File: src/rtl/uart_pkg.sv
// Shared UART definitions: receiver/transmitter FSM state encoding and default framing.
// Used by the RX sequencer, the TX side and the baud-rate generator.
package uart_pkg;

    typedef enum logic [1:0] {
        IDLE  = 2'd0,
        START = 2'd1,
        DATA  = 2'd2,
        STOP  = 2'd3
    } uart_state_t;

    localparam int DEF_OVERSAMPLING = 16;
    localparam int DEF_NB_DATA      = 8;
    localparam int DEF_SB_TICK      = 16;

    function automatic int max_int(input int a, input int b);
        return (a > b) ? a : b;
    endfunction

endpackage

File: src/rtl/rx_sync_2ff.sv
// Two-flop synchroniser for an asynchronous level input; resets to 1 so an idle-high
// line does not produce a false edge when reset is released.
module rx_sync_2ff (
    input  logic clk,
    input  logic i_reset,
    input  logic i_async,
    output logic o_sync
);

    logic meta_reg;
    logic sync_reg;

    always_ff @(posedge clk or negedge i_reset) begin
        if (!i_reset) begin
            meta_reg <= 1'b1;
            sync_reg <= 1'b1;
        end else begin
            meta_reg <= i_async;
            sync_reg <= meta_reg;
        end
    end

    assign o_sync = sync_reg;

endmodule

File: src/rtl/uart_rx_sequencer.sv
// UART receiver: start-bit detect, mid-bit sampling on the oversampling tick, LSB-first
// assembly and stop-bit check. Ticks are only consumed while a frame is in progress.
module uart_rx_sequencer
    import uart_pkg::*;
#(
    parameter int NB_DATA      = DEF_NB_DATA,
    parameter int OVERSAMPLING = DEF_OVERSAMPLING,
    parameter int SB_TICK      = DEF_SB_TICK
) (
    input  logic               clk,
    input  logic               i_reset,
    input  logic               i_tick,
    input  logic               i_rx,
    output logic [NB_DATA-1:0] o_data,
    output logic               o_rx_done,
    output logic               o_frame_err,
    output logic               o_busy
);

    localparam int S_W = $clog2(max_int(OVERSAMPLING, SB_TICK));
    localparam int N_W = $clog2(NB_DATA);

    localparam logic [S_W-1:0] HALF_LAST = S_W'(OVERSAMPLING / 2 - 1);
    localparam logic [S_W-1:0] BIT_LAST  = S_W'(OVERSAMPLING - 1);
    localparam logic [S_W-1:0] STOP_LAST = S_W'(SB_TICK - 1);
    localparam logic [N_W-1:0] DATA_LAST = N_W'(NB_DATA - 1);

    logic rx_s;

    uart_state_t        state_reg, state_next;
    logic [S_W-1:0]     s_cnt_reg, s_cnt_next;
    logic [N_W-1:0]     n_cnt_reg, n_cnt_next;
    logic [NB_DATA-1:0] shift_reg, shift_next;
    logic               frame_end;

    rx_sync_2ff u_rx_sync (
        .clk     (clk),
        .i_reset (i_reset),
        .i_async (i_rx),
        .o_sync  (rx_s)
    );

    always_ff @(posedge clk or negedge i_reset) begin
        if (!i_reset) begin
            state_reg <= IDLE;
            s_cnt_reg <= '0;
            n_cnt_reg <= '0;
            shift_reg <= '0;
        end else begin
            state_reg <= state_next;
            s_cnt_reg <= s_cnt_next;
            n_cnt_reg <= n_cnt_next;
            shift_reg <= shift_next;
        end
    end

    always_comb begin
        state_next = state_reg;
        s_cnt_next = s_cnt_reg;
        n_cnt_next = n_cnt_reg;
        shift_next = shift_reg;
        frame_end  = 1'b0;

        case (state_reg)
            // Start edge is taken immediately so the half-bit count is measured from it.
            IDLE: begin
                if (!rx_s) begin
                    state_next = START;
                    s_cnt_next = '0;
                end
            end
            START: begin
                if (i_tick) begin
                    if (s_cnt_reg == HALF_LAST) begin
                        s_cnt_next = '0;
                        if (!rx_s) begin
                            state_next = DATA;
                            n_cnt_next = '0;
                        end else begin
                            state_next = IDLE;
                        end
                    end else begin
                        s_cnt_next = s_cnt_reg + S_W'(1);
                    end
                end
            end
            DATA: begin
                if (i_tick) begin
                    if (s_cnt_reg == BIT_LAST) begin
                        s_cnt_next = '0;
                        shift_next = {rx_s, shift_reg[NB_DATA-1:1]};
                        if (n_cnt_reg == DATA_LAST) begin
                            state_next = STOP;
                        end else begin
                            n_cnt_next = n_cnt_reg + N_W'(1);
                        end
                    end else begin
                        s_cnt_next = s_cnt_reg + S_W'(1);
                    end
                end
            end
            STOP: begin
                if (i_tick) begin
                    if (s_cnt_reg == STOP_LAST) begin
                        state_next = IDLE;
                        s_cnt_next = '0;
                        frame_end  = 1'b1;
                    end else begin
                        s_cnt_next = s_cnt_reg + S_W'(1);
                    end
                end
            end
            default: state_next = IDLE;
        endcase
    end

    // Byte and error flag are captured together so they are coherent with the done pulse.
    always_ff @(posedge clk or negedge i_reset) begin
        if (!i_reset) begin
            o_data      <= '0;
            o_rx_done   <= 1'b0;
            o_frame_err <= 1'b0;
        end else begin
            o_rx_done <= frame_end;
            if (frame_end) begin
                o_data      <= shift_reg;
                o_frame_err <= ~rx_s;
            end
        end
    end

    assign o_busy = (state_reg != IDLE);

endmodule

File: config.mk
export PLATFORM = sky130hd
export DESIGN_NAME = uart_rx_sequencer
export DESIGN_NICKNAME = d
export VERILOG_FILES = /design/src/rtl/uart_pkg.sv /design/src/rtl/rx_sync_2ff.sv /design/src/rtl/uart_rx_sequencer.sv
export SDC_FILE = /design/constraint.sdc
export NUM_CORES = 1
export LEC_CHECK = 0
export BUFFER_PORTS_ARGS = -buffer_cell sky130_fd_sc_hd__buf_2
export CAP_MARGIN = 20
export CELL_PAD_IN_SITES_DETAIL_PLACEMENT = 2
export CELL_PAD_IN_SITES_GLOBAL_PLACEMENT = 2
export CORE_MARGIN = 2
export CORE_UTILIZATION = 37
export DETAILED_ROUTE_END_ITERATION = 6
export PLACE_DENSITY = 0.74
export SLEW_MARGIN = 10
export SYNTH_ARGS = -nofsm -noshare
export SYNTH_HDL_FRONTEND = slang
export SYNTH_SLANG_ARGS = --single-unit
File: constraint.sdc
create_clock -name clk -period 2.38 [get_ports clk]
set_input_delay 0.476 -clock clk [delete_from_list [all_inputs] [get_ports clk]]
set_output_delay 0.476 -clock clk [all_outputs]
set_load 0.03 [all_outputs]
## Word-level counts from Yosys, hierarchy flattened

Cells that the tools add are included.
Widths: inputs -> output; s select.

| word-level totals | value |
|---|---|
| word-level logic and storage cells | 63 |
| register bits | 29 |

| cells by class | value |
|---|---|
| reduce and logical (&&, ||, !) cells | 8 |
| bitwise gates (word level) | 1 |
| multiplexer cells | 26 |
| eq/ne operators | 17 |
| $add $sub $neg | 2 |

Operators with widths:

| kind | count |
|---|---|
| $mux 4 | 5 |
| $ne 2x2->1 const B | 10 |
| $mux 2 | 9 |
| $mux 3 | 6 |
| $pmux 4 s3 | 1 |
| $pmux 2 s4 | 1 |
| $reduce_and 8->1 | 1 |
| $reduce_and 7->1 | 1 |
| $pmux 3 s2 | 1 |
| $reduce_and 3->1 | 2 |
| $add 4x1->4 const B | 1 |
| $eq 2x2->1 const B | 2 |
| $eq 4x3->1 const B | 1 |
| $eq 4x4->1 const B | 1 |
| $reduce_bool 2->1 | 2 |
| $add 3x1->3 const B | 1 |
| $eq 3x3->1 const B | 1 |
| $mux 1 | 3 |
| $eq 2x1->1 const B | 1 |
| $logic_not 2->1 | 1 |
| $ne 2x1->1 const B | 1 |
| $reduce_or 2->1 | 1 |
| $not 1->1 | 1 |

## Depth between registers and ports, before layout

Gate-level depths: netlist (run 1).

| logic depth | value |
|---|---|
| depth after elaboration | 5 |
| depth in mapped cells | 6 |
| depth with buffers taken out | 6 |

## By module

A second synthesis (run 1) with hierarchy kept.

| second synthesis, totals | value |
|---|---|
| cells, all modules | 105 |
| area, all modules | 1303.8 um^2 |

Modules (own cells, without submodules):

| module | area each (um^2) | sequential area each (um^2) | cells each | times used |
|---|---|---|---|---|
| uart_rx_sequencer | 1251.2 | 675.6 | 103 | 1 |
| rx_sync_2ff | 52.6 | 52.6 | 2 | 1 |

## Least setup slack after synthesis (run 1)

No wires, ideal clock.

| path | value |
|---|---|
| path kind | reg2reg |
| start point | register s_cnt_reg[0] |
| end point | register n_cnt_reg[0] |
| data arrival time | 1.623 ns |
| data required time | 2.255 ns |
| setup time | 0.125 ns |
| path buffers | 0 |
| cell stages (with the launch flop) | 6 |
| setup slack | 0.632 ns |
| period minus slack after synthesis | 1.748 ns |
| path through | dfrtp_1 > ha_1 > nand2_2 > or3_4 > o32a_4 > mux2_4 |

| between the ends | value |
|---|---|
| cells in the longest elaborated chain, start to end | 3 |
| elaborated cells between the ends (all ways) | 5 |
| classes of those cells | 4 x eq/ne; 1 x reduce/logical |

Ends and longest elaborated chain:

| what | line | text |
|---|---|---|
| start: declaration | uart_rx_sequencer.sv:31 | `logic [S_W-1:0] s_cnt_reg, s_cnt_next;` |
| start signal: assignment | uart_rx_sequencer.sv:51 | `s_cnt_reg <= s_cnt_next;` |
| $eq 4x4->1 / $eq 4x3->1 (equally long branches) | uart_rx_sequencer.sv:89, uart_rx_sequencer.sv:74 |  |
| $ne 2x2->1 (no source line) | -- |  |
| $reduce_and 7->1 (no source line) * | -- |  |
| end signal: assignment | uart_rx_sequencer.sv:52 | `n_cnt_reg <= n_cnt_next;` |
| end: declaration | uart_rx_sequencer.sv:32 | `logic [N_W-1:0] n_cnt_reg, n_cnt_next;` |

Mark *: on every way between the ends. The rest lies on a longest branch, timed or not.
A chain may end at the register's enable or synchronous reset.

==> impl_results.md, run 1 <==
- Outcome: complete, no violations
- Largest family of logic cells by synthesized area: simple AND/OR/NAND/NOR gates
- VDD IR max: roughly 0.45 mV
- Crit-path leading delay family: flip-flops
- IO Port Bufs: 14
- Total power: ~1.2 mW
- Die Ht: between 60 and 70 um
- Routed len/inst: 14.4 um
- Max Cap Viol: 0
- Post-DRT Antenna Nets: 0
- Crit path cell chain: or2_1 -> buf_2
- Finished layout cell area: ~1400 um2
- Largest net degree at the start of global routing: 30
- Largest stage delay, worst path: between 500 and 600 ps
- Top Metal Used: met4
- Area share of and/or/nand/nor cells after synthesis: ~18%
- Max clock buf depth: 2
- Worst Max-Slew Pin Slew: roughly 650 ps
- Post-CTS Hold Fix Bufs: 0
- Synth Area in Compound Gates: about 8.2%
- Setup bufs post-CTS: 0
- GP Congestion: about 0.75
- Post-synthesis sequential area ratio: 58.2%
- Final wirelength: approximately 2500 um
- Setup TNS Final: 0 ps
- Setup Viol. Count Final: 0
- PD cells: roughly 850 nW/um2
- Fin. max-slew vios: 0
- Final worst slack: approximately 510 ps
- Cell Area, Placed: around 1400 um2
- TritonCTS Sinks: 29
- Vias in the first global route: between 900 and 1000
- Layout cells sized above 1: 30.5%
- Met2 wire len: around 1200 um
- Critical path class: flip-flop to output pin
- Ant. Diodes: 0
- Non-Filler Instances: between 150 and 200
- Post-synthesis xor/xnor area fraction: 0%
- Final Util: between 40% and 50%
- Initial antenna violation count: 0
- Tcrit/Tclk final: 78.6%
- Skew final: between 15 and 20 ps
- Initial drt markers: 24
- Mapped cell area: 1250 um2
- Async SR Flop Fraction: between 90% and 100%
- Layout area overhead: 14.3%
- Startpoint types: flip-flop
- Layout net count: 137
- Worst EP arrival: ~1400 ps
- Hold Vio Cnt, Final: 0
- Worst hold margin: around 160 ps
- Syn Nets: 117
- CTS resizes: 0
- Worst EP required: about 1900 ps
- Metal3 WL: around 100 um
- Placed insts: between 150 and 200
- Yosys Warn Count: 0
- Initial core utilization: a little under two fifths
- First-pass DRT Iterations: 4
- GRT Residual Overflow: 0
- Die X: approximately 62 um
- Worst hold path class: input port to asynchronous set/reset pin
- Core Area: approximately 3300 um2
- First-pass GRT wire length: roughly 4700 um
- Ys flop type: dfrtp_1
- Mux cell area share after synthesis: a little over a tenth
- Clock latency on the worst-skew pair: between 300 and 400 ps
- Row cnt: 21
- Fmax: around 530 MHz
- Synth unique cells: 32
- CTS tree: yes
- Adder-cell share of the synthesized area: 3.00%
- Clk slew on worst S/H paths: roughly 100 ps
- Mapped Avg Cell Area: between 10 and 15 um2
- H-tree levels: 2
- GRT Resource Usage Total: approximately 16%
- P_leak: 0.763 nW
- Detailed placement HPWL: roughly 1800 um
- Vias/cell: just under 5
- Critical Path End Type: output pin
- Via count: 869
- Max transition margin: a little under three fifths
- DIE AREA: 3860 um2
- CP max stage cell: dfrtp_1
- Root buf cell: clkbuf_4
- CTS Buf Count: 5
- Crit-path max FO: 10
- Critical path buffer and inverter count: 1
- Minimum clock period: 1870 ps
- I/O Pins: 15
- Synthesis-stage register bit count: 29
- M1 WL: roughly 1100 um
- Post-synth EDFFs: 0
- Cells after Synth: 110
- Dpl ws: about 520 ps
- RSZ-0062 raised after global routing: false
- Drt drc: 0
-- final timing paths --
kind	from	endpoint	slack, ps	cells past startpoint
setup / recovery	flip-flop	o_busy	510	2
hold / removal	i_reset	s_cnt_reg[2]$_DFFE_PN0P_	160	1
setup reg to reg	s_cnt_reg[0]$_DFFE_PN0P_	n_cnt_reg[0]$_DFFE_PN0P_	530	5
hold reg to reg	u_rx_sync.meta_reg$_DFF_PN1_	u_rx_sync.o_sync$_DFF_PN1_	360	0
max in group asynchronous	i_reset	s_cnt_reg[0]$_DFFE_PN0P_	1790	1
min in group clk	i_rx	u_rx_sync.meta_reg$_DFF_PN1_	240	1
-- per-layer routing --
metal	vias up	track usage [%]
li1	413	-
met1	434	19.1
met2	15	24.5
met3	7	5.98
met4	0	7.50
met5	-	0
-- where the power goes --
part           switching, mW  leakage [nW]  internal [mW]
Clock                  0.176        0.0320          0.112
Sequential            0.0990         0.381          0.560
Combinational          0.150         0.350          0.119
Total                  0.424         0.763          0.791
-- kinds of logic (layout without fill, tap and decap cells) --
kind of cell | count (synthesis) | after routing
muxes | 12 | 12
adders and majority gates | 3 | 3
DFF | 29 | 29
buffers and inverters | 6 | 27
and+or+nand+nor | 48 | 48
AOI/OAI and AO/OA | 12 | 12
-- cell usage in the layout, fill, tap and decap left out, types with 2 or more instances in the layout --
cell type	n
dfrtp_1	27
nand3_1	4
ha_1	3
buf_4	2
nor3_1	2
mux2i_1	2
mux2_2	9
clkinv_2	2
nor2_1	3
o21ai_0	2
buf_2	14
nor2b_1	3
nand2_1	30
clkbuf_4	5
dfstp_2	2
inv_1	2
-- synthesized netlist by cell type (2+ instances only) --
master / number / area, um2
mux2_2: 9 / 101
o21ai_0: 2 / 10.0
nor3_1: 2 / 10.0
ha_1: 3 / 37.5
nor2b_1: 3 / 18.8
clkbuf_1: 2 / 7.51
mux2i_1: 2 / 20.0
nand2_1: 30 / 113
nor2_1: 3 / 11.3
dfstp_2: 2 / 52.6
nand3_1: 4 / 20.0
dfrtp_1: 27 / 676
inv_1: 2 / 7.51
-- area by class of cell --
type | count | area (um2)
Inverter | 3 | 11.3
Sequential cell | 29 | 728
Tap cell | 46 | 57.6
Fill cell | 355 | 1850
Multi-Input combinational cell | 75 | 497
Timing Repair Buffer | 16 | 85.1
Clock buffer | 6 | 41.3
Clock inverter | 2 | 10.0
Note: power is estimated with default switching activity, not from simulation.
==> run 2, diff against run 1 <==
- clock period: 2.38 -> 1.85 ns (I/O delays scaled with it)
==> impl_results.md, run 2 (synthesized netlist as in run 1, its figures left out) <==
- Critical Path End Type: flip-flop
- Reg-to-Reg Start: s_cnt_reg[0]$_DFFE_PN0P_
- Tcrit/Tclk final: a little over nine tenths
- VDD IR max: ~0.70 mV
- Initial drt markers: 13
- Ant. Diodes: 0
- CTS Buf Count: 5
- Largest net degree at the start of global routing: 30
- Max Cap Viol: 0
- Crit path cell chain: ha_4 -> nand2_2 -> or3_4 -> o32a_4 -> mux2_4
- Routed len/inst: approximately 15 um
- Worst EP arrival: approximately 2000 ps
- Setup crit start: s_cnt_reg[0]$_DFFE_PN0P_
- Worst Max-Slew Pin Slew: 657 ps
- Crit-path max FO: 4
- Skew final: 4.18 ps
- Core Area: between 3000 and 4000 um2
- Setup Viol. Count Final: 0
- Critical path class: flip-flop to flip-flop
- Die Ht: 62.2 um
- TritonCTS Sinks: 29
- Die X: slightly above 60 um
- Fin. max-slew vios: 0
- P_leak: 0.780 nW
- Vias in the first global route: ~1000
- Fmax: 563 MHz
- Largest stage delay, worst path: about 430 ps
- Worst EP required: 2070 ps
- Outcome: complete, no violations
- Fillers: 339
- Layout area overhead: 18.6%
- Hold Vio Cnt, Final: 0
- Minimum clock period: ~1800 ps
- Non-Filler Instances: 178
- CTS tree: yes
- Post-DRT Antenna Nets: 0
- GRT Resource Usage Total: 16.5%
- Startpoint types: flip-flop
- Grt met1 use: between 10% and 20%
- Placed insts: 170
- First-pass DRT Iterations: 3
- Met2 Use GR: approximately 31%
- Drt drc: 0
- GP Congestion: between 0.7 and 0.8
- Root buf cell: clkbuf_4
- Setup TNS Final: 0 ps
- GR peak layer: met2
- Total power: roughly 1.8 mW
- Layout cells sized above 1: around a third
- Initial antenna violation count: 0
- Max transition margin: a little under three fifths
- H-tree levels: 2
- Row cnt: 21
- DIE AREA: ~3900 um2
- GRT Residual Overflow: 0
- CP max stage cell: dfrtp_1
- RSZ-0062 raised after global routing: false
- Most common cell after layout, fill and taps aside: nand2_1
- Post-CTS Hold Fix Bufs: 0
- Layout net count: ~140
- Vias/cell: a little under 5
- Clk slew on worst S/H paths: 90 ps
- First-pass GRT wire length: 4790 um
- Detailed placement HPWL: about 2000 um
- Max clock buf depth: 2
- Initial core utilization: between 30% and 40%
- IO Port Bufs: 14
- Final wirelength: between 2000 and 3000 um
- PD cells: about 1200 nW/um2
- GR met3 Demand/Resource: around 6.3%
- Commonest non-fill, non-tap cells in the layout: nand2_1, dfrtp_1, buf_2
- I/O Pins: 15
- Worst hold path class: input port to asynchronous set/reset pin
- Clock latency on the worst-skew pair: between 300 and 400 ps
- Via count: approximately 870
## run 2: changes by cell type in the layout (fill, tap and decap cells not counted)
cell / previous run / this run
bufinv_16: 0 / 1
clkbuf_8: 0 / 1
ha_4: 0 / 1
clkinv_2: 2 / 0
ha_1: 3 / 2
buf_4: 2 / 3
## run 2: worst paths after layout
check	end	slack (ps)	depth (start not counted)
max in group asynchronous	s_cnt_reg[1]$_DFFE_PN0P_	1370	1
max reg2reg	n_cnt_reg[0]$_DFFE_PN0P_	70	5
min reg2reg	u_rx_sync.o_sync$_DFF_PN1_	360	0
min	o_data[1]$_DFFE_PN0P_	60	1
max	n_cnt_reg[0]$_DFFE_PN0P_	70	5
min in group clk	u_rx_sync.meta_reg$_DFF_PN1_	130	1
## run 2: layout make-up
class                   instances  area [um2]  area share (%)
clock buffers                   7        55.1            3.71
clock inverters                 1        30.0            2.02
inverters                       3        11.3           0.759
multi-input cells              75         509            34.3
flip-flops and latches         29         728            49.1
well taps                      46        57.6            3.88
repair buffers                 17        92.6            6.24
## run 2: routing by layer
layer	wire [um]	vias to the layer above
met5	0	-
li1	-	419
met1	1060	433
met4	65	0
met3	103	6
met2	1520	15
## run 2: report_power, final
group          internal (mW)  leakage (nW)  switching (mW)  total, mW
sequential             0.720         0.381           0.131      0.851
combinational          0.165         0.353           0.205      0.369
clock                  0.322        0.0455           0.222      0.544
total                   1.21         0.780           0.557       1.76
## run 2: worst max-delay path: cells and delay by family (launching register included)
| family | cells | cell delay, ps |
|---|---|---|
| adders and majority gates | 1 | 170 |
| muxes | 1 | 300 |
| AOI/OAI and AO/OA | 1 | 340 |
| and+or+nand+nor | 2 | 430 |
| DFF | 1 | 430 |
## run 2: metrics by stage
step | instance area [um2] | utilization, % | hold slack, ps | setup slack (ps)
6_report | 1480 | 45.2 | 61.5 | 72.8
5_1_grt | 1480 | 45.2 | 70.7 | 20.5
4_1_cts | 1470 | 44.9 | 69.9 | 24.8
3_5_place_dp | 1390 | 42.2 | 349 | 10.0
3_3_place_gp | 1390 | 42.2 | 346 | 67.1
2_1_floorplan | 1250 | - | 74.4 | 102
## run 2: what timing repair did
| item | CTS | global route |
|---|---|---|
| gates resized for setup | 1 | 1 |
| pin swaps | 0 | 1 |
| setup buffers | 0 | 0 |
| setup endpoints to repair | 1 | 1 |
